$ cat src/rtl/keypad_pkg.sv
// Shared state type and width helper for the matrix-keypad scanner.
package keypad_pkg;

  typedef enum logic [1:0] {SCAN, DB_PRESS, HELD, DB_RELEASE} kp_state_t;

  function automatic int kp_code_w(input int rows, input int cols);
    return (rows * cols > 1) ? $clog2(rows * cols) : 1;
  endfunction

endpackage

$ cat src/rtl/keypad_scan_debounce_if.sv
// Pin-side and key-output signals of the keypad scanner, grouped with modports.
interface keypad_scan_debounce_if #(
  parameter int ROWS = 4,
  parameter int COLS = 4
);
  import keypad_pkg::*;

  localparam int CW = kp_code_w(ROWS, COLS);

  logic [COLS-1:0] col_n;
  logic [ROWS-1:0] row_n;
  logic [CW-1:0]   key_code;
  logic            key_valid;
  logic            key_held;

  modport master (input col_n, output row_n, key_code, key_valid, key_held);
  modport slave  (output col_n, input row_n, key_code, key_valid, key_held);

endinterface

$ cat src/rtl/keypad_scan_debounce_sync.sv
// Two-flop synchroniser for the active-low column inputs; idles at all-1s.
module kp_sync #(
  parameter int W = 4
) (
  input  logic         clk,
  input  logic         reset,
  input  logic [W-1:0] d,
  output logic [W-1:0] q
);
  logic [W-1:0] meta;

  always_ff @(posedge clk) begin
    if (reset) begin
      meta <= '1;
      q    <= '1;
    end else begin
      meta <= d;
      q    <= meta;
    end
  end

endmodule

$ cat src/rtl/keypad_scan_debounce.sv
// Matrix-keypad scanner with press/release debounce and one strobe per key.
// Optional auto-repeat while held: define KEYPAD_REPEAT_EN.
module keypad_scan_debounce
  import keypad_pkg::*;
#(
  parameter int ROWS          = 4,
  parameter int COLS          = 4,
  parameter int SCAN_DIV      = 1000,
  parameter int DEBOUNCE_CYC  = 20000,
  parameter int REPEAT_DELAY  = 500000,
  parameter int REPEAT_PERIOD = 100000
) (
  input logic                    clk,
  input logic                    reset,
  keypad_scan_debounce_if.master kp
);
  localparam int CW  = kp_code_w(ROWS, COLS);
  localparam int RW  = $clog2(ROWS);
  localparam int CLW = $clog2(COLS);
  localparam int DW  = $clog2(SCAN_DIV);
  localparam int BW  = $clog2(DEBOUNCE_CYC);
  localparam logic [DW-1:0] DWELL_LAST = DW'(SCAN_DIV - 1);
  localparam logic [BW-1:0] DB_LAST    = BW'(DEBOUNCE_CYC - 1);
  localparam logic [RW-1:0] ROW_LAST   = RW'(ROWS - 1);

  kp_state_t       state;
  logic [COLS-1:0] col_s;
  logic [RW-1:0]   row, row_next;
  logic [CLW-1:0]  col, low_col;
  logic [DW-1:0]   dwell;
  logic [BW-1:0]   db_cnt;
  logic [CW-1:0]   key_code;
  logic            key_valid, key_held, any_low;

`ifdef KEYPAD_REPEAT_EN
  localparam int RMAX = (REPEAT_DELAY > REPEAT_PERIOD) ? REPEAT_DELAY : REPEAT_PERIOD;
  localparam int RPW  = $clog2(RMAX + 1);
  localparam logic [RPW-1:0] RD_LAST = RPW'(REPEAT_DELAY - 1);
  localparam logic [RPW-1:0] RP_LAST = RPW'(REPEAT_PERIOD - 1);
  logic [RPW-1:0] rep_cnt;
  logic           rep_armed;
  logic           rep_hit;
  assign rep_hit = (rep_cnt == (rep_armed ? RP_LAST : RD_LAST));
`else
  // Repeat timing parameters are accepted but have no effect in this build.
  logic unused_repeat;
  assign unused_repeat = ^{32'(REPEAT_DELAY), 32'(REPEAT_PERIOD)};
`endif

  kp_sync #(.W(COLS)) u_sync (.clk(clk), .reset(reset), .d(kp.col_n), .q(col_s));

  // Lowest-index active column wins when several are down on one row.
  always_comb begin
    any_low = ~&col_s;
    low_col = '0;
    for (int i = COLS - 1; i >= 0; i--)
      if (!col_s[i]) low_col = CLW'(i);
  end

  assign row_next = (row == ROW_LAST) ? '0 : row + RW'(1);

  always_comb begin
    kp.row_n      = '1;
    kp.row_n[row] = 1'b0;
  end

  assign kp.key_code  = key_code;
  assign kp.key_valid = key_valid;
  assign kp.key_held  = key_held;

  always_ff @(posedge clk) begin
    if (reset) begin
      state     <= SCAN;
      row       <= '0;
      col       <= '0;
      dwell     <= '0;
      db_cnt    <= '0;
      key_code  <= '0;
      key_valid <= 1'b0;
      key_held  <= 1'b0;
`ifdef KEYPAD_REPEAT_EN
      rep_cnt   <= '0;
      rep_armed <= 1'b0;
`endif
    end else begin
      key_valid <= 1'b0;
      unique case (state)
        SCAN:
          if (dwell == DWELL_LAST) begin
            dwell <= '0;
            if (any_low) begin
              col    <= low_col;
              db_cnt <= '0;
              state  <= DB_PRESS;
            end else begin
              row <= row_next;
            end
          end else begin
            dwell <= dwell + DW'(1);
          end
        DB_PRESS:
          if (col_s[col]) begin
            row   <= row_next;
            dwell <= '0;
            state <= SCAN;
          end else if (db_cnt == DB_LAST) begin
            key_code  <= CW'(int'(row) * COLS + int'(col));
            key_valid <= 1'b1;
            key_held  <= 1'b1;
            state     <= HELD;
`ifdef KEYPAD_REPEAT_EN
            rep_cnt   <= '0;
            rep_armed <= 1'b0;
`endif
          end else begin
            db_cnt <= db_cnt + BW'(1);
          end
        // Other keys are ignored here; only the latched column is watched.
        HELD:
          if (col_s[col]) begin
            db_cnt <= '0;
            state  <= DB_RELEASE;
          end
`ifdef KEYPAD_REPEAT_EN
          else if (rep_hit) begin
            if (!key_valid) begin
              key_valid <= 1'b1;
              rep_cnt   <= '0;
              rep_armed <= 1'b1;
            end
          end else begin
            rep_cnt <= rep_cnt + RPW'(1);
          end
`endif
        DB_RELEASE:
          if (!col_s[col]) begin
            state <= HELD;
          end else if (db_cnt == DB_LAST) begin
            key_held <= 1'b0;
            row      <= row_next;
            dwell    <= '0;
            state    <= SCAN;
          end else begin
            db_cnt <= db_cnt + BW'(1);
          end
        default: state <= SCAN;
      endcase
    end
  end

endmodule
$ cat src/flat_wrapper.sv
// flat-port wrapper written by rule: the top's interface ports become plain ports
module keypad_scan_debounce_flat import keypad_pkg::*;
#(
  parameter int ROWS          = 4,
  parameter int COLS          = 4,
  parameter int SCAN_DIV      = 1000,
  parameter int DEBOUNCE_CYC  = 20000,
  parameter int REPEAT_DELAY  = 500000,
  parameter int REPEAT_PERIOD = 100000
)
  (clk, reset, kp_col_n, kp_row_n, kp_key_code, kp_key_valid, kp_key_held);
  keypad_scan_debounce_if #(.ROWS(ROWS), .COLS(COLS)) kp_i ();
  input logic clk;
  input logic reset;
  input wire logic [$bits(kp_i.col_n)-1:0] kp_col_n;
  output wire logic [$bits(kp_i.row_n)-1:0] kp_row_n;
  output wire logic [$bits(kp_i.key_code)-1:0] kp_key_code;
  output wire logic [$bits(kp_i.key_valid)-1:0] kp_key_valid;
  output wire logic [$bits(kp_i.key_held)-1:0] kp_key_held;
  assign kp_i.col_n = kp_col_n;
  assign kp_row_n = kp_i.row_n;
  assign kp_key_code = kp_i.key_code;
  assign kp_key_valid = kp_i.key_valid;
  assign kp_key_held = kp_i.key_held;
  keypad_scan_debounce #(.ROWS(ROWS), .COLS(COLS), .SCAN_DIV(SCAN_DIV), .DEBOUNCE_CYC(DEBOUNCE_CYC), .REPEAT_DELAY(REPEAT_DELAY), .REPEAT_PERIOD(REPEAT_PERIOD)) u_core (.clk(clk), .reset(reset), .kp(kp_i));
endmodule
$ cat config.mk
export PLATFORM = sky130hd
export DESIGN_NAME = keypad_scan_debounce_flat
export DESIGN_NICKNAME = d
export VERILOG_FILES = /design/src/rtl/keypad_pkg.sv /design/src/rtl/keypad_scan_debounce_if.sv /design/src/rtl/keypad_scan_debounce_sync.sv /design/src/rtl/keypad_scan_debounce.sv /design/src/flat_wrapper.sv
export SDC_FILE = /design/constraint.sdc
export NUM_CORES = 1
export LEC_CHECK = 0
export BUFFER_PORTS_ARGS = -buffer_cell sky130_fd_sc_hd__buf_2
export CORE_MARGIN = 3
export CORE_UTILIZATION = 64
export DETAILED_ROUTE_END_ITERATION = 6
export PLACE_DENSITY = 0.84
export SLEW_MARGIN = 0
export SYNTH_ARGS = -nofsm -noshare
export SYNTH_HDL_FRONTEND = slang
export SYNTH_SLANG_ARGS = --single-unit
$ cat constraint.sdc
create_clock -name clk -period 5.15 [get_ports clk]
set_input_delay 1.03 -clock clk [delete_from_list [all_inputs] [get_ports clk]]
set_output_delay 1.03 -clock clk [all_outputs]
set_load 0.02 [all_outputs]
Word-level counts from Yosys, hierarchy flattened

Cells that the tools add are included.

Flip-flop bits (word level): 45
Latch bits: 0
RAM bits: 0
Memory bits (read-only): 0
Input port bits: 6
Output and inout port bits: 10
Word-level logic and storage cells: 92
Memories kept: 0

Add/sub/neg operators: 4
$mul: 0
Divide/modulo/power cells: 0
Order comparisons: 3
Equal/unequal tests: 17
Shifts and indexed selects: 0
Mux-type cells: 41
Bitwise logic cells: 4
Reduce and logical (&&, ||, !) cells: 13

Operators with widths:

| cell                                                                          | count |
|---|---|
| 15-bit 2-to-1 mux                                                             | 6 |
| 15-bit case mux with 4 select lines                                           | 1 |
| 10-bit 2-to-1 mux                                                             | 4 |
| 2-bit 2-to-1 mux                                                              | 17 |
| 10-bit case mux with 3 select lines                                           | 1 |
| 15-bit by 1-bit adder with 15-bit output (second input constant)              | 1 |
| 15-bit equality test (second input constant)                                  | 1 |
| 5-bit AND reduction                                                           | 3 |
| 2-bit by 1-bit inequality test with 1-bit output (second input constant)      | 7 |
| 10-bit by 1-bit adder with 10-bit output (second input constant)              | 1 |
| 10-bit equality test (second input constant)                                  | 1 |
| 2-bit case mux with 4 select lines                                            | 1 |
| 4-bit AND reduction                                                           | 2 |
| 1-bit 2-to-1 mux                                                              | 7 |
| 2-bit equality test (second input constant)                                   | 3 |
| 2-bit by 3-bit less-than comparator with 1-bit output (second input constant) | 2 |
| 2-bit case mux with 3 select lines                                            | 1 |
| 3-bit AND reduction                                                           | 2 |
| 6-bit AND reduction                                                           | 1 |
| 4-bit by 2-bit adder with 4-bit output                                        | 1 |
| 2-bit inequality test (second input constant)                                 | 2 |
| 4-bit NOT                                                                     | 1 |
| 3-bit by 1-bit inequality test with 1-bit output (second input constant)      | 1 |
| 3-bit inequality test (second input constant)                                 | 1 |
| 12 further kinds                                                              | 14 |

Logic depth before layout (Yosys ltp)

Gate-level depths: netlist (run 1).

Word-level depth: 5
Gate-level depth with buffers: 8
Depth with buffers taken out: 6

Modules after synthesis

Synthesis (run 1) repeated with hierarchy kept, for this count alone.

Cell total of the unflattened synthesis: 242
Area total of the unflattened synthesis: 2107.0 µm²

By module, submodules not included:

| module               | instances | cells an instance | area each (µm²) | seq. area each (µm²) |
|---|---|---|---|---|
| keypad_scan_debounce | 1         | 226               | 1896.8          | 740.7 |
| kp_sync              | 1         | 16                | 210.2           | 160.2 |

Least setup slack after synthesis (run 1)

OpenSTA, ideal clock, no wires.

Path type: register -> register
Start: register u_core.db_cnt[12]
End: register u_core.row[0]
Setup time: 70 ps
Arrival: 2278 ps
Data required time: 5080 ps
Slack: 2802 ps
Stages on the path, launching flop included: 7
Path buffers: 1
Clock period less this slack: 2348 ps
Cell sequence: dfxtp_1 or4_4 or4_4 buf_6 a21o_4 or4_1 a21oi_1

Longest elaborated chain between the ends: 3

Ends and longest elaborated chain:

| element                                                    | RTL line                    | text |
|---|---|---|
| start: declaration                                         | keypad_scan_debounce.sv:31  | `logic [BW-1:0] db_cnt;` |
| start signal: assignment                                   | keypad_scan_debounce.sv:116 | `db_cnt <= db_cnt + BW'(1);` |
| start signal: assignment                                   | keypad_scan_debounce.sv:144 | `db_cnt <= db_cnt + BW'(1);` |
| 15-bit equality test                                       | keypad_scan_debounce.sv:138 | `end else if (db_cnt == DB_LAST) begin` |
| 2-bit by 1-bit inequality test with 1-bit output (no line) | n/a                         |  |
| 6-bit AND reduction (no line)                              | n/a                         |  |
| end signal: assignment                                     | keypad_scan_debounce.sv:96  | `row <= row_next;` |
| end signal: assignment                                     | keypad_scan_debounce.sv:103 | `row <= row_next;` |
| end signal: assignment                                     | keypad_scan_debounce.sv:140 | `row <= row_next;` |
| end: declaration                                           | keypad_scan_debounce.sv:28  | `logic [RW-1:0] row, row_next;` |

Every way passes these cells.
A chain may end at the register's enable or synchronous reset.

Worst setup path in the final report (run 1)

Start: register u_core.state[0]
End: register u_core.db_cnt[9]

Longest elaborated chain between the ends: 3
Elaborated cells between the ends (all ways): 11
Classes of those cells: eq/ne (8); mux (1); reduce/logical (2)

Ends and longest elaborated chain:

| element                                                                                                    | RTL line                    | text |
|---|---|---|
| start: declaration                                                                                         | keypad_scan_debounce.sv:26  | `kp_state_t state;` |
| start signal: assignment                                                                                   | keypad_scan_debounce.sv:73  | `state <= SCAN;` |
| start signal: assignment                                                                                   | keypad_scan_debounce.sv:94  | `state <= DB_PRESS;` |
| start signal: assignment                                                                                   | keypad_scan_debounce.sv:105 | `state <= SCAN;` |
| 2-bit equality test, or another cell as far along                                                          | keypad_scan_debounce.sv:87  | `unique case (state)` |
| 2-bit by 1-bit inequality test with 1-bit output (no line) / 2-bit inequality test (equally long branches) | n/a                         |  |
| 5-bit AND reduction (no line)                                                                              | n/a                         |  |

Several ways; a longest one is shown, not always the timed one.

==> results of run 1 <==
## per-stage QoR
| stage | power (mW) | setup slack, ns | util (%) |
|---|---|---|---|
| floorplan | 0.3799 | 2.802 | - |
| global placement | 0.3843 | 2.515 | 69.47 |
| detailed placement | 0.3855 | 2.456 | 69.47 |
| CTS | 0.5527 | 2.466 | 71.10 |
| global route | 0.5658 | 2.263 | 71.10 |
| finish | 0.5471 | 2.429 | 71.10 |
## worst max-delay path: cells and delay by family (launching register included)
family,cells,cell delay (ns)
buf+inv,1,0.60
compound gates,1,0.15
flops,1,0.77
simple gates,3,1.04
## kinds of logic after synthesis
family          after synthesis
fa+ha+maj                     6
mux                           9
flops                        45
compound gates               50
buf+inv                      26
simple gates                125
xor+xnor                      7
## flip-flops by register name, summed over array words and instances, names as in the netlist, named ones only
name                 cells
u_core.col               2
u_core.kp.key_held       1
u_core.db_cnt           15
u_core.kp.key_code       4
u_core.u_sync.q          4
u_core.state             1
u_core.row               2
u_core.kp.key_valid      1
u_core.u_sync.meta       4
u_core.dwell            10
## routing by layer
layer	up-vias	global-route usage, %	share of wire [%]
li1	1001	-	-
met1	908	30.05	46
met2	71	38.17	46
met3	9	5.272	6.4
met4	0	10.88	1.6
met5	-	0	0
## layout make-up
type                    instances  area share, %
flip-flops and latches         45          37.38
repair buffers                 15          3.115
clock buffers                   5          1.558
well taps                      46          2.388
inverters                      10          1.558
multi-input cells             197          53.27
clock inverters                 3         0.7269
## power groups by stage
stage	Sequential, mW	Combinational [mW]	Clock (mW)
after floorplan	0.363	0.0165	0
after global placement	0.364	0.0202	0
after detailed placement	0.365	0.0208	0
after CTS	0.357	0.0210	0.175
after global routing	0.358	0.0242	0.184
final	0.357	0.0211	0.169
## layout by cell type (no fill, tap or decap), types with 5 or more instances in the layout
cell type,instances
a21oi_1,14
buf_2,15
clkbuf_4,5
dfxtp_1,45
ha_1,6
inv_1,8
mux2i_1,7
nand2_1,18
nand3_1,16
nand4_1,15
nor2_1,26
nor3_1,7
o21ai_0,10
or2_2,8
or3_1,5
xnor2_1,6
## final timing paths
kind	start	to	slack, ns	depth (start not counted)
worst min register to register	u_core.u_sync.meta[2]	u_core.u_sync.q[2]	0.42	1
worst max register to register	u_core.state[0]	u_core.db_cnt[9]	2.43	5
worst max-delay path	u_core.state[0]	u_core.db_cnt[9]	2.43	5
worst min-delay path	u_core.u_sync.meta[2]	u_core.u_sync.q[2]	0.42	1
## Yosys cell counts (5+ instances only)
cell type	count	area share, %
nand3_1	16	3.5
ha_1	6	3.3
nor3_1	7	1.5
nand2_1	18	3.0
or3_1	5	1.4
nor2_1	26	4.3
mux2i_1	7	3.1
o21ai_0	10	2.2
xnor2_1	6	2.3
inv_1	8	1.3
a21oi_1	14	3.1
clkbuf_1	15	2.5
nand4_1	15	4.1
dfxtp_1	45	39
or2_2	8	2.2
==> out/metrics.csv, run 1 <==
stage;metric;value;unit
die;Die ar.;4332;um^2
yosys;register bit count reported by yosys;45;
run;number of max-cap violations;0;
critical_path;Critical Path Max Stage Delay;0.77;ns
cells_and_area;multi-input combinational cell area;1284;um^2
die;die span in y;65.82;um
drt;total wire length;4703;um
placement;DP Wirelength;3128;um
yosys;Mapped Avg Cell Area;8.544;um^2
clock_network;CTS tree;yes;
drt;post-DR vias/cell;6.196;
critical_path;crit path DAT;2.95;ns
die;core area;3390;um^2
cells_and_area;Final Instance Count excl. Fillers;321;
yosys;ys flop type;dfxtp_1;
clock_network;setup bufs post-CTS;0;
yosys;synthesized area;2290;um^2
cells_and_area;register area;900.9;um^2
power_and_ir_drop;Psw;0.1346;mW
sta;Max-slew headroom;21.43;%
drt;DRT iter0 DRCs;183;
sta;unrepaired setup endpoints after global routing;no;
placement;I/O Buffers;15;
yosys;Post-Synth Adder-Cell Area;3.279;%
drt;DRC;0;
clock_network;clock sinks;45;
cells_and_area;# nets final;286;
critical_path;Max FO, Critical Path;19;
sta;worst clock skew;0.01717;ns
critical_path;Worst path slowest cell;dfxtp_1;
clock_network;CTS root buf;clkbuf_4;
yosys;Mapped Cells;268;
sta;hold slack;0.4218;ns
die;die width;65.82;um
yosys;combinational family with the most area after synthesis;simple AND/OR/NAND/NOR gates;
critical_path;Crit. End Element;flip-flop;
grt;total congestion overflow;0;
placement;RD Place Congestion;0.8340;
yosys;proportion of synthesized area in mux cells;4.536;%
sta;final critical-path share of the clock period;52.83;%
grt;largest net degree at the start of global routing;39;
sta;Finish-stage setup viols;0;
clock_network;Resize count post-CTS;0;
power_and_ir_drop;Sw Share;24.60;%
yosys;sequential area share after synthesis;39.34;%
clock_network;Max clock buf depth;2;
yosys;Synth Area in Simple Gates;30.93;%
clock_network;CTS Hold Bufs;0;
cells_and_area;fin area;2410;um^2
sta;Final Hold Fails;0;
power_and_ir_drop;Worst VDD drop;0.2162;mV
drt;DRT antenna net count;0;
placement;Placed Cells;313;
critical_path;Setup crit start kind;flip-flop;
sta;min Tclk post-route;2.721;ns
grt;Total GRT Usage;23.71;%
clock_network;Clock transition at path regs;0.14;ns
drt;Vias;1989;
critical_path;Crit Path Category;flip-flop to flip-flop;
critical_path;worst path cell trace;clkinv_1 -> nor3_1 -> nor3_2 -> nor2_1 -> o221ai_1;
outcome;outcome;finished clean;
die;Initial Utilization;67.55;%
critical_path;WP data required;5.38;ns
power_and_ir_drop;pwr dens;227.0;nW/um^2
sta;Final Max Slew Viols;0;
sta;Setup TNS Final;0;ns
grt;antenna violations before repair;0;
drt;drt pass-1 iters;4;
clock_network;H-tree Lvls;2;
clock_network;cts bufs inserted;5;
die;io pins;16;
yosys;EDFF count, synth;0;
clock_network;Skew-Pair Late Insertion Delay;0.37;ns
placement;Placed Area;2355;um^2
sta;worst slew pin tran;1.168;ns
yosys;Synth warnings;0;
yosys;syn_nets;280;
cells_and_area;number of diodes;0;
yosys;Synth Area in Compound Gates;14.64;%
cells_and_area;Area Overhead vs Synth;5.246;%
power_and_ir_drop;P_leak;0.8390;nW
die;std cell rows;21;
power_and_ir_drop;Sequential Power Share;65.3;%
yosys;Distinct cells, synth;45;
cells_and_area;share of cells above drive strength 1;14.91;%
grt;first-pass GRT wire length;8017;um
power_and_ir_drop;P_int;0.4125;mW
worst_hold_path;hold crit path type;flip-flop to flip-flop;
sta;Max Clock Freq;367.6;MHz
yosys;asr flop ratio synth;0;%
cells_and_area;Filler cells;277;
yosys;Synth Area in XOR/XNOR;2.678;%
grt;vias in the first global route;1781;
power_and_ir_drop;combinational power share;3.9;%
power_and_ir_drop;Clock power frac;30.9;%
drt;Avg WL per Cell;14.65;um
(Power assumes the default switching activity.)
==> inputs of run 2 (changes only) <==
--- a/config.mk
+++ b/config.mk
@@ -7,9 +7,9 @@
 export LEC_CHECK = 0
 export BUFFER_PORTS_ARGS = -buffer_cell sky130_fd_sc_hd__buf_2
 export CORE_MARGIN = 3
-export CORE_UTILIZATION = 64
+export CORE_UTILIZATION = 59
 export DETAILED_ROUTE_END_ITERATION = 6
-export PLACE_DENSITY = 0.84
+export PLACE_DENSITY = 0.78
 export SLEW_MARGIN = 0
 export SYNTH_ARGS = -nofsm -noshare
 export SYNTH_HDL_FRONTEND = slang
==> constraint.sdc (replaced) <==
create_clock -name clk -period 2.6 [get_ports clk]
set_input_delay 0.52 -clock clk [delete_from_list [all_inputs] [get_ports clk]]
set_output_delay 0.52 -clock clk [all_outputs]
set_load 0.02 [all_outputs]
==> run 2 against run 1 <==
Net effect:
- critical path depth unchanged
- clock skew decreased by 0.012 ns
- first-iteration DRC count increased by 24%
- critical path type unchanged
- highest routed layer unchanged
==> out/metrics.csv, run 2 (synthesis results as in run 1) <==
stage;metric;value;unit;change
drt;Vias;2022;;+1.7%
sta;worst clock skew;0.005150;ns;-0.01202 ns
placement;I/O Buffers;15;;unchanged
die;io pins;16;;unchanged
critical_path;WP data required;2.83;ns;-2.55 ns
die;core area;3689;um^2;+8.8%
grt;first-pass GRT wire length;8362;um;+4.3%
run;number of max-cap violations;0;;unchanged
cells_and_area;Area Overhead vs Synth;11.75;%;
drt;DRT iter0 DRCs;227;;+24%
critical_path;reg2reg start;u_core.db_cnt[12];;
drt;Avg WL per Cell;14.73;um;+0.55%
cells_and_area;Final Instance Count excl. Fillers;332;;+3.4%
grt;antenna violations before repair;0;;unchanged
drt;total wire length;4891;um;+4.0%
sta;min Tclk post-route;2.433;ns;-0.2876 ns
sta;final critical-path share of the clock period;93.58;%;+41 points
outcome;outcome;finished clean;;
clock_network;H-tree Lvls;2;;unchanged
critical_path;Crit. End Element;flip-flop;;
critical_path;Crit Path Category;flip-flop to flip-flop;;
die;Initial Utilization;62.08;%;-5.5 points
clock_network;setup bufs post-CTS;0;;unchanged
placement;RD Place Congestion;0.9411;;+13%
cells_and_area;number of diodes;0;;unchanged
grt;largest net degree at the start of global routing;26;;-33%
clock_network;CTS Hold Bufs;0;;unchanged
grt;vias in the first global route;1809;;+1.6%
cells_and_area;top flop regs;u_core.db_cnt: 15 flops, u_core.dwell: 10 flops;;
die;std cell rows;22;;+4.8%
drt;DRT antenna net count;0;;unchanged
critical_path;Setup crit start kind;flip-flop;;
sta;unrepaired setup endpoints after global routing;no;;
die;Die ar.;4664;um^2;+7.7%
clock_network;CTS tree;yes;;
clock_network;clock sinks;45;;unchanged
cells_and_area;most frequent cells in the layout;dfxtp_1 (45), nor2_1 (26), nand2_1 (18);;
power_and_ir_drop;pwr dens;532.8;nW/um^2;+130%
worst_hold_path;hold crit path type;input pin to flip-flop;;
cells_and_area;# nets final;295;;+3.1%
critical_path;Max FO, Critical Path;8;;-11
critical_path;R2R cell count;5;;unchanged
drt;drt pass-1 iters;4;;unchanged
clock_network;Skew-Pair Late Insertion Delay;0.29;ns;-0.08 ns
sta;Finish-stage setup viols;0;;unchanged
sta;Max-slew headroom;57.57;%;+36 points
clock_network;Max clock buf depth;2;;unchanged
die;die span in y;68.30;um;+3.8%
critical_path;crit path DAT;2.66;ns;-0.29 ns
cells_and_area;commonest non-fill, non-tap cell in the layout;dfxtp_1;;
worst_hold_path;Worst Hold Endpoint;u_core.u_sync.meta[3];;
sta;Max Clock Freq;411.0;MHz;+12%
clock_network;Clock transition at path regs;0.08;ns;-0.06 ns
cells_and_area;max reg flops;15;;unchanged
critical_path;critical path launch point;u_core.db_cnt[12];;
critical_path;worst r2r dst;u_core.row[0];;
sta;Final Max Slew Viols;0;;unchanged
worst_hold_path;Worst Hold Launch;kp_col_n[3];;
grt;Total GRT Usage;23.55;%;-0.16 points
power_and_ir_drop;P_leak;0.9194;nW;+9.6%
die;die width;68.30;um;+3.8%
worst_hold_path;Hold Crit Depth;2;;+1
critical_path;R2R setup slack;0.17;ns;-2.26 ns
sta;worst slew pin tran;0.6266;ns;-0.5411 ns
cells_and_area;largest reg by FF count;u_core.db_cnt;;
sta;Setup TNS Final;0;ns;unchanged
placement;DP Wirelength;3417;um;+9.3%
power_and_ir_drop;Worst VDD drop;0.3199;mV;+48%
grt;total congestion overflow;0;;unchanged
drt;DRC;0;;unchanged
power_and_ir_drop;Design Power;1.363;mW;+150%
sta;Final Hold Fails;0;;unchanged
drt;post-DR vias/cell;6.090;;-1.7%
placement;Placed Cells;324;;+3.5%
clock_network;cts bufs inserted;5;;unchanged
cells_and_area;share of cells above drive strength 1;17.61;%;+2.7 points
clock_network;Resize count post-CTS;0;;unchanged
clock_network;CTS root buf;clkbuf_8;;
==> run 2: changes by cell type in the layout (fill, tap and decap cells not counted), sizes merged <==
cell	previous run	this run
buf	15	24
bufinv	0	2
clkinvlp	1	0
clkinv	4	3
==> run 2: how the worst max path moves through the flow <==
stage,to,slack [ns],cells after the start
3_5_place_dp,u_core.row[0],0.23,5
2_1_floorplan,u_core.row[0],0.25,6
3_3_place_gp,u_core.row[0],0.26,5
5_1_grt,u_core.row[0],0.02,6
4_1_cts,u_core.row[0],0.18,5
6_report,u_core.row[0],0.17,5
==> run 2: where the power goes <==
group,switching [mW],internal [mW],total [mW],leakage (nW)
Sequential,0.00735,0.698,0.706,0.365
Combinational,0.0264,0.0165,0.0429,0.486
Clock,0.233,0.382,0.615,0.0681
==> run 2: area by class of cell <==
type                            count  area (um^2)
Inverter                           10        37.54
Sequential cell                    45        900.9
Multi-Input combinational cell    197         1284
Fill cell                         304         1130
Tap cell                           48        60.06
Clock inverter                      3        65.06
Timing Repair Buffer               24        142.6
Clock buffer                        5        68.82
==> run 2: critical path: stages, from the launching register on <==
cell and delay, ns:
dfxtp_1 0.36, or4_4 0.57, or4_4 0.56, a21o_4 0.28, or4_1 0.47, a21oi_1 0.14
==> run 2: routing by layer <==
metal	vias up	part of all wire, %	GRT usage, %
met5	-	0	0
met4	0	1.3	9.429
met3	7	5.4	5.090
met2	62	47	35.62
met1	938	46	32.42
li1	1015	-	-
==> run 2: metrics by stage <==
step	util, %	hold slack (ns)	worst slack (ns)	instance area [um^2]
3_3_place_gp	65.74	0.3925	0.2552	2425
5_1_grt	69.37	0.3964	0.01733	2559
6_report	69.37	0.4088	0.1670	2559
3_5_place_dp	65.74	0.3994	0.2315	2425
4_1_cts	69.37	0.3986	0.1833	2559
2_1_floorplan	-	0.3895	0.2524	2290
==> inputs of run 3 (changes only) <==
--- a/config.mk
+++ b/config.mk
@@ -5,11 +5,12 @@
 export SDC_FILE = /design/constraint.sdc
 export NUM_CORES = 1
 export LEC_CHECK = 0
+export ABC_AREA = 1
 export BUFFER_PORTS_ARGS = -buffer_cell sky130_fd_sc_hd__buf_2
 export CORE_MARGIN = 3
-export CORE_UTILIZATION = 59
+export CORE_UTILIZATION = 65
 export DETAILED_ROUTE_END_ITERATION = 6
-export PLACE_DENSITY = 0.78
+export PLACE_DENSITY = 0.85
 export SLEW_MARGIN = 0
 export SYNTH_ARGS = -nofsm -noshare
 export SYNTH_HDL_FRONTEND = slang
==> constraint.sdc (replaced) <==
create_clock -name clk -period 2.8 [get_ports clk]
set_input_delay 0.56 -clock clk [delete_from_list [all_inputs] [get_ports clk]]
set_output_delay 0.56 -clock clk [all_outputs]
set_load 0.02 [all_outputs]
==> run 3 against run 2 <==
Net effect:
- critical path depth grew 1
- fmax grew 17%
- clock power shrank 34%
- die area is essentially flat
- non-clock buffer count shrank 9
- critical path type unchanged
- sequential cell count is the same
==> out/metrics.csv, run 3 <==
stage;metric;value;unit;change
sta;Max Clock Freq;481.4;MHz;+17%
power_and_ir_drop;Clock power frac;37.0;%;-8.1 points
drt;drt pass-1 iters;4;;unchanged
power_and_ir_drop;Sw Share;23.48;%;+3.9 points
die;Die ar.;4668;um^2;about the same
yosys;Mapped Avg Cell Area;6.697;um^2;-22%
clock_network;H-tree Lvls;2;;unchanged
die;Initial Utilization;67.95;%;+5.9 points
cells_and_area;max reg flops;15;;unchanged
sta;Setup TNS Final;0;ns;unchanged
power_and_ir_drop;Worst VDD drop;0.2835;mV;-11%
grt;largest net degree at the start of global routing;38;;+46%
yosys;Post-Synth Adder-Cell Area;2.973;%;-0.31 points
yosys;proportion of synthesized area in mux cells;0;%;-4.5 points
grt;first-pass GRT wire length;8859;um;+5.9%
sta;worst clock skew;0.008424;ns;+0.003274 ns
clock_network;Resize count post-CTS;0;;unchanged
drt;post-DR vias/cell;5.393;;-11%
yosys;Synth Area in XOR/XNOR;2.428;%;-0.25 points
yosys;synthesized area;2525;um^2;+10%
clock_network;setup bufs post-CTS;0;;unchanged
critical_path;WP data required;3.01;ns;+0.18 ns
yosys;Distinct cells, synth;34;;-24%
clock_network;Skew-Pair Late Insertion Delay;0.30;ns;about the same
grt;Total GRT Usage;24.61;%;+1.1 points
yosys;top-count cell post-synth;nand2_1;;
placement;DP Wirelength;3789;um;+11%
drt;Vias;2362;;+17%
sta;final critical-path share of the clock period;74.19;%;-19 points
clock_network;cts bufs inserted;5;;unchanged
yosys;Synth Area in Simple Gates;39.35;%;+8.4 points
placement;RD Place Congestion;0.8898;;-5.5%
grt;antenna violations before repair;0;;unchanged
critical_path;crit path DAT;2.28;ns;-0.38 ns
cells_and_area;commonest non-fill, non-tap cell in the layout;nand2_1;;
sta;Finish-stage setup viols;0;;unchanged
cells_and_area;top flop regs;u_core.db_cnt: 15 flops, u_core.dwell: 10 flops;;
run;number of max-cap violations;0;;unchanged
cells_and_area;# nets final;401;;+36%
critical_path;Setup crit start kind;flip-flop;;
die;io pins;16;;unchanged
yosys;cell taking the most area after synthesis;dfxtp_1;;
yosys;Mapped Cells;377;;+41%
cells_and_area;largest reg by FF count;u_core.db_cnt;;
critical_path;Crit Path Category;flip-flop to flip-flop;;
placement;I/O Buffers;15;;unchanged
cells_and_area;post-route core utilization;72.22;%;+2.9 points
sta;worst slew pin tran;0.6133;ns;-0.01331 ns
power_and_ir_drop;Psw;0.2574;mW;-3.6%
power_and_ir_drop;Design Power;1.096;mW;-20%
yosys;combinational family with the most area after synthesis;simple AND/OR/NAND/NOR gates;;
drt;DRT antenna net count;0;;unchanged
yosys;EDFF count, synth;0;;unchanged
yosys;Synth Area in Compound Gates;11.74;%;-2.9 points
yosys;Synth warnings;0;;unchanged
clock_network;clock sinks;45;;unchanged
yosys;register bit count reported by yosys;45;;unchanged
sta;Final Max Slew Viols;0;;unchanged
yosys;Post-synth top cells;nand2_1 (106), nor2_1 (57), dfxtp_1 (45), inv_1 (34), a21oi_1 (30);;
yosys;syn_nets;389;;+39%
die;die span in y;68.33;um;about the same
cells_and_area;number of diodes;0;;unchanged
clock_network;CTS Hold Bufs;0;;unchanged
power_and_ir_drop;Sequential Power Share;59.8;%;+8.0 points
drt;DRT iter0 DRCs;206;;-9.3%
critical_path;Max FO, Critical Path;15;;+7
clock_network;CTS root buf;clkbuf_8;;
cells_and_area;most frequent cells in the layout;nand2_1 (106), nor2_1 (57), dfxtp_1 (45);;
yosys;asr flop ratio synth;0;%;unchanged
yosys;sequential area share after synthesis;35.68;%;-3.7 points
worst_hold_path;hold crit path type;flip-flop to flip-flop;;
outcome;outcome;finished clean;;
yosys;post-synth top area share;35.68;%;-3.7 points
yosys;ys flop type;dfxtp_1;;
power_and_ir_drop;P_int;0.8389;mW;-23%
sta;Final Hold Fails;0;;unchanged
critical_path;Crit. End Element;flip-flop;;
sta;unrepaired setup endpoints after global routing;no;;
sta;Max-slew headroom;59.11;%;+1.5 points
drt;DRC;0;;unchanged
die;die width;68.33;um;about the same
clock_network;Max clock buf depth;2;;unchanged
clock_network;Clock transition at path regs;0.09;ns;about the same
die;core area;3716;um^2;+0.75%
sta;min Tclk post-route;2.077;ns;-0.3556 ns
grt;vias in the first global route;2123;;+17%
clock_network;CTS tree;yes;;
drt;total wire length;5219;um;+6.7%
yosys;top cells by area, synth;dfxtp_1 (36%), nand2_1 (16%), nor2_1 (8.5%), a21oi_1 (5.9%), inv_1 (5.1%);;
die;std cell rows;22;;unchanged
drt;Avg WL per Cell;11.92;um;-19%
power_and_ir_drop;pwr dens;408.5;nW/um^2;-23%
power_and_ir_drop;P_leak;0.9832;nW;+6.9%
cells_and_area;Area Overhead vs Synth;6.293;%;
power_and_ir_drop;combinational power share;3.2;%;about the same
cells_and_area;share of cells above drive strength 1;12.31;%;-5.3 points
grt;total congestion overflow;0;;unchanged
[run 3: layout make-up]
cell class / instances / area, um^2
Fill cell: 323 / 1032
Sequential cell: 45 / 900.9
Clock inverter: 3 / 21.27
Tap cell: 48 / 60.06
Inverter: 35 / 131.4
Multi-Input combinational cell: 287 / 1426
Timing Repair Buffer: 15 / 75.07
Clock buffer: 5 / 68.82
[run 3: through the flow]
stage / instances / area, um^2 / setup slack (ns) / hold WS, ns
after floorplan: 377 / 2525 / 1.203 / 0.3895
after global placement: 430 / 2594 / 0.9558 / 0.3903
after detailed placement: 430 / 2594 / 0.7987 / 0.3954
after CTS: 438 / 2684 / 0.7512 / 0.4163
after global routing: 438 / 2684 / 0.4742 / 0.4346
final: 438 / 2684 / 0.7226 / 0.4171
[run 3: final timing paths]
kind	from	depth (start not counted)	slack [ns]	endpoint
setup / recovery	u_core.state[0]	6	0.72	u_core.kp.key_code[0]
hold reg to reg	u_core.u_sync.meta[0]	1	0.42	u_core.u_sync.q[0]
setup reg to reg	u_core.state[0]	6	0.72	u_core.kp.key_code[0]
hold / removal	u_core.u_sync.meta[0]	1	0.42	u_core.u_sync.q[0]
[run 3: logic make-up after synthesis]
logic type,count (synthesis)
XOR/XNOR,7
adder cells (fa/ha/maj),6
AND/OR/NAND/NOR,222
flip-flops,45
AO/OA/AOI/OAI,52
buffers and inverters,45
[run 3: worst max-delay path: stages, from the launching register on]
cell and delay, ns:
dfxtp_1 0.58, inv_1 0.34, nor2_1 0.24, nand2_1 0.10, nor2_1 0.43, nor2_1 0.07, a211oi_1 0.23
[run 3: power groups by stage]
stage                     combinational [mW]  sequential [mW]  clock [mW]
after detailed placement              0.0349            0.671           0
after CTS                             0.0353            0.655       0.414
after floorplan                       0.0265            0.669           0
final                                 0.0351            0.655       0.406
after global placement                0.0336            0.670           0
after global routing                  0.0405            0.657       0.436
[run 3: layer usage]
metal / wire length, um / vias to the layer above / part of all wire (%) / track usage, %
met5: 0 / - / 0 / 0
li1: - / 1234 / - / -
met2: 2608 / 36 / 50 / 44.89
met4: 70 / 0 / 1.3 / 7.196
met3: 167 / 8 / 3.2 / 4.433
met1: 2373 / 1084 / 45 / 29.06
